<file path="config.mk">
export PLATFORM = sky130hd
export DESIGN_NAME = spiker_result_capture
export DESIGN_NICKNAME = d
export VERILOG_FILES = /design/src/rtl/spiker_result_capture.sv
export SDC_FILE = /design/constraint.sdc
export NUM_CORES = 2
export LEC_CHECK = 0
export ABC_AREA = 1
export BUFFER_PORTS_ARGS = -buffer_cell sky130_fd_sc_hd__buf_2
export CELL_PAD_IN_SITES_DETAIL_PLACEMENT = 2
export CELL_PAD_IN_SITES_GLOBAL_PLACEMENT = 2
export CORE_MARGIN = 8
export CORE_UTILIZATION = 29
export CTS_CLUSTER_DIAMETER = 60
export DETAILED_ROUTE_END_ITERATION = 10
export GPL_ROUTABILITY_DRIVEN = 0
export PLACE_DENSITY = 0.72
export SLEW_MARGIN = 10
export SYNTH_ARGS = -nofsm -noshare
export SYNTH_HDL_FRONTEND = slang
export SYNTH_SLANG_ARGS = --single-unit
</file>
<file path="constraint.sdc">
create_clock -name clk_i -period 2.8 [get_ports clk_i]
set_clock_uncertainty 0.05 [all_clocks]
set_input_delay 0.28 -clock clk_i [delete_from_list [all_inputs] [get_ports clk_i]]
set_output_delay 0.28 -clock clk_i [all_outputs]
set_load 0.01 [all_outputs]
</file>
<file path="src/rtl/spiker_result_capture.sv">
// rtl/spiker_result_capture.sv - assembles spike result frames from beats and commits them atomically to a register bank
module spiker_result_capture #(
  parameter int WIDTH      = 32,
  parameter int N_REG      = 24,
  parameter int BEAT_WIDTH = 64,
  parameter int CNT_WIDTH  = 16
) (
  input  logic                     clk_i,
  input  logic                     rst_i,
  input  logic [BEAT_WIDTH-1:0]    in_data_i,
  input  logic                     in_valid_i,
  input  logic                     in_last_i,
  output logic                     in_ready_o,
  input  logic                     accum_i,
  input  logic                     ack_i,
  input  logic                     clear_i,
  output logic [N_REG*WIDTH-1:0]   result_o,
  output logic                     new_o,
  output logic                     done_o,
  output logic                     overflow_o,
  output logic                     frame_err_o,
  output logic [CNT_WIDTH-1:0]     frame_cnt_o
);

  localparam int FRAME_W = N_REG * WIDTH;
  localparam int N_BEATS = FRAME_W / BEAT_WIDTH;
  localparam int IDX_W   = (N_BEATS > 1) ? $clog2(N_BEATS) : 1;
  localparam logic [IDX_W-1:0] LAST_IDX = IDX_W'(N_BEATS - 1);

  if ((FRAME_W % BEAT_WIDTH) != 0 || N_BEATS < 1) begin : g_param_check
    $error("BEAT_WIDTH must evenly divide N_REG*WIDTH");
  end

  typedef enum logic [1:0] {
    FILL,
    DROP,
    COMMIT
  } state_t;

  state_t               state;
  logic [IDX_W-1:0]     idx;
  logic [FRAME_W-1:0]   shadow;
  logic                 beat_ok;

  // Ready never looks at valid, so the upstream stage cannot form a loop through us.
  assign in_ready_o = !clear_i && (state != COMMIT);
  assign beat_ok    = in_valid_i && in_ready_o;

  always_ff @(posedge clk_i) begin
    if (rst_i) begin
      state       <= FILL;
      idx         <= '0;
      shadow      <= '0;
      result_o    <= '0;
      new_o       <= 1'b0;
      done_o      <= 1'b0;
      overflow_o  <= 1'b0;
      frame_err_o <= 1'b0;
      frame_cnt_o <= '0;
    end else if (clear_i) begin
      state       <= FILL;
      idx         <= '0;
      shadow      <= '0;
      result_o    <= '0;
      new_o       <= 1'b0;
      done_o      <= 1'b0;
      overflow_o  <= 1'b0;
      frame_err_o <= 1'b0;
      frame_cnt_o <= '0;
    end else begin
      done_o <= 1'b0;
      if (ack_i) new_o <= 1'b0;
      case (state)
        FILL: begin
          if (beat_ok) begin
            shadow[int'(idx)*BEAT_WIDTH +: BEAT_WIDTH] <= in_data_i;
            if (idx == LAST_IDX) begin
              idx <= '0;
              if (in_last_i) begin
                state <= COMMIT;
              end else begin
                state       <= DROP;
                frame_err_o <= 1'b1;
              end
            end else if (in_last_i) begin
              idx         <= '0;
              frame_err_o <= 1'b1;
            end else begin
              idx <= idx + 1'b1;
            end
          end
        end
        DROP: begin
          if (beat_ok && in_last_i) begin
            state <= FILL;
            idx   <= '0;
          end
        end
        COMMIT: begin
          // A commit beats a same-cycle ack: the fresh frame is still unread.
          result_o    <= accum_i ? (result_o | shadow) : shadow;
          frame_cnt_o <= frame_cnt_o + 1'b1;
          new_o       <= 1'b1;
          done_o      <= 1'b1;
          if (new_o && !ack_i) overflow_o <= 1'b1;
          state <= FILL;
        end
        default: state <= FILL;
      endcase
    end
  end

endmodule

</file>
==> results.tsv <==
metric	value	unit
drv_cap	0	
fin_crit_sh	96.2	%
synth_cell_type_count	33	
grt_max_degree	181	
cts_setup_buffers	0	
power	0.0487	W
seq_area_frac_synth	53.0	%
r2r-start	idx[0]	
synth_area_per_cell	7.23	sq um
peakVddDrop	666	uV
rows	165	
dieArea	0.218	sq mm
rsz0062_at_grt	no	
drtIter0Drc	3393	
antenna_found_initial	31	
stdcell_area	0.0739	sq mm
htreeDepth	4	
dieHeight	467	microns
viasPerCell	5.06	
synth_fp_nets	8242	
grt_pass1_wl	450000	microns
worstHoldStart	in_data_i[49]	
synthFlopType	dfxtp_1	
clock-sinks	1562	
cts_resized	0	
final_common_cell	nand2_1	
overflow	0	
setup.worst_path.start_class	flop	
grtUsageTotal	28.0	%
p_leak	33.2	nW
start_util	29.2	%
finalNetCount	8964	
drt_first_pass_iters	7	
worstSkewPairLatency	860	ps
cp-startpoint	idx[0]	
setup_ws	106	ps
final.setup.tns	0	ps
io_buffer_count	859	
cts.reportedPaths.clkPinSlew	60	ps
required	3460	ps
mostFrequentLayoutCells	2,324 x nand2_1, 1,561 x dfxtp_1, 1,545 x nor2_1, 859 x buf_2, 655 x o21ai_0	
ys_async_sr_fraction	0	%
drcViolationCount	0	
synthCells	8167	
vias	59300	
end_kind	flop	
grt_pass1_vias	62900	
synth_edf_count	0	
tritoncts	done	
tightest_slew	1210	ps
slew_headroom	18.8	%
cts_max_path_buffers	3	
postPlaceCellArea	0.0670	sq mm
numCtsBuffers	185	
coreArea	0.202	sq mm
ys_seq_elements	1562	
path_class	flop to flop	
finalSetupViolCount	0	
hold_class	input pin to flop	
postRouteAntennaNets	0	
synth_area	0.0590	sq mm
ctsHoldBuffers	64	
area_delta_synth_final	25.1	%
finalWirelength	318000	microns
finalHoldViolations	0	
worstPathArrival	3350	ps
dp_hpwl	232000	microns
max_freq	371	MHz
pin_count	860	
dp_worst_setup_slack	84.7	ps
p_per_area	660	mW/mm^2
wire_per_inst	27.2	microns
die_w	467	microns
crit_fanout	21	
root_buffer	clkbuf_16	
drive_gt1_share	16.0	%
slew_violations	0	
status	finished clean	
finalCriticalPeriod	2690	ps
synth-warning-count	0	
-- worst paths after layout --
| kind | endpoint | slack, ps | depth (start not counted) |
|---|---|---|---|
| setup / recovery | shadow[297] | 110 | 9 |
| hold / removal | shadow[49] | 100 | 5 |
| setup reg to reg | shadow[297] | 110 | 9 |
| hold reg to reg | result_o[665] | 390 | 2 |
-- cells in the mapped netlist (4+ instances only) --
| cell | instances | area (sq um) |
|---|---|---|
| nor2_1 | 1552 | 5830 |
| buf_1 | 48 | 180 |
| buf_2 | 179 | 896 |
| clkbuf_1 | 382 | 1430 |
| nand2_1 | 2329 | 8740 |
| o21ai_1 | 18 | 90.1 |
| nand3_1 | 134 | 671 |
| nor3_1 | 82 | 410 |
| buf_4 | 4 | 30.0 |
| o21ai_0 | 655 | 3280 |
| nand4_1 | 142 | 888 |
| ha_1 | 4 | 50.1 |
| inv_1 | 528 | 1980 |
| nand2_2 | 5 | 31.3 |
| inv_2 | 15 | 56.3 |
| a21oi_1 | 150 | 751 |
| nor2_4 | 6 | 67.6 |
| o22ai_1 | 347 | 2170 |
| dfxtp_1 | 1562 | 31300 |
-- layout make-up --
type                            count  area [sq um]
Tap cell                         2672          3340
Multi-Input combinational cell   5445         23300
Sequential cell                  1562         31300
Clock inverter                     65           753
Timing Repair Buffer             1149          7640
Inverter                          546          2080
Antenna cell                       10          25.0
Fill cell                       23400        128000
Clock buffer                      273          5410
-- cell families after synthesis --
logic type | share of synthesized area, %
flip-flops | 53.0
AND/OR/NAND/NOR | 28.4
XOR/XNOR | 0.0148
buffers and inverters | 7.79
AO/OA/AOI/OAI | 10.7
adder cells (fa/ha/maj) | 0.0848
-- registers in the layout, indices dropped and copies added, names as in the netlist, 2 cells and up --
signal	cells
result_o	768
shadow	768
frame_cnt_o	16
idx	4
state	2
-- report_power, final --
group / leakage, nW / internal (W) / switching (W) / total (W)
logic: 17.6 / 0.000398 / 0.00141 / 0.00181
registers: 12.6 / 0.0222 / 0.0000111 / 0.0223
clock network: 3.03 / 0.0144 / 0.0103 / 0.0247
total: 33.2 / 0.0370 / 0.0117 / 0.0487
-- routing by layer --
layer / wire, microns / vias up / track usage, %
met5: 23 / - / 0
met4: 20500 / 4 / 15.5
met3: 16600 / 511 / 5.08
met2: 150000 / 1480 / 47.5
met1: 131000 / 30100 / 33.4
li1: - / 27200 / -
-- per-stage QoR --
stage	utilization (%)	hold slack (ps)	instances
final	36.5	95.0	11700
after global routing	36.5	65.7	11700
after CTS	36.5	0.660	11700
after detailed placement	33.1	398	11300
after global placement	33.1	387	11300
after floorplan	-	370	8167
-- critical path, stage by stage (launching register included) --
cell,delay [ps]
dfxtp_4,380
nor3_1,340
ha_4,240
inv_1,100
nor2_1,210
nand4_4,230
buf_12,230
buf_12,170
nor2_1,470
nor2_1,110
Note: power is estimated with default switching activity, not from simulation.
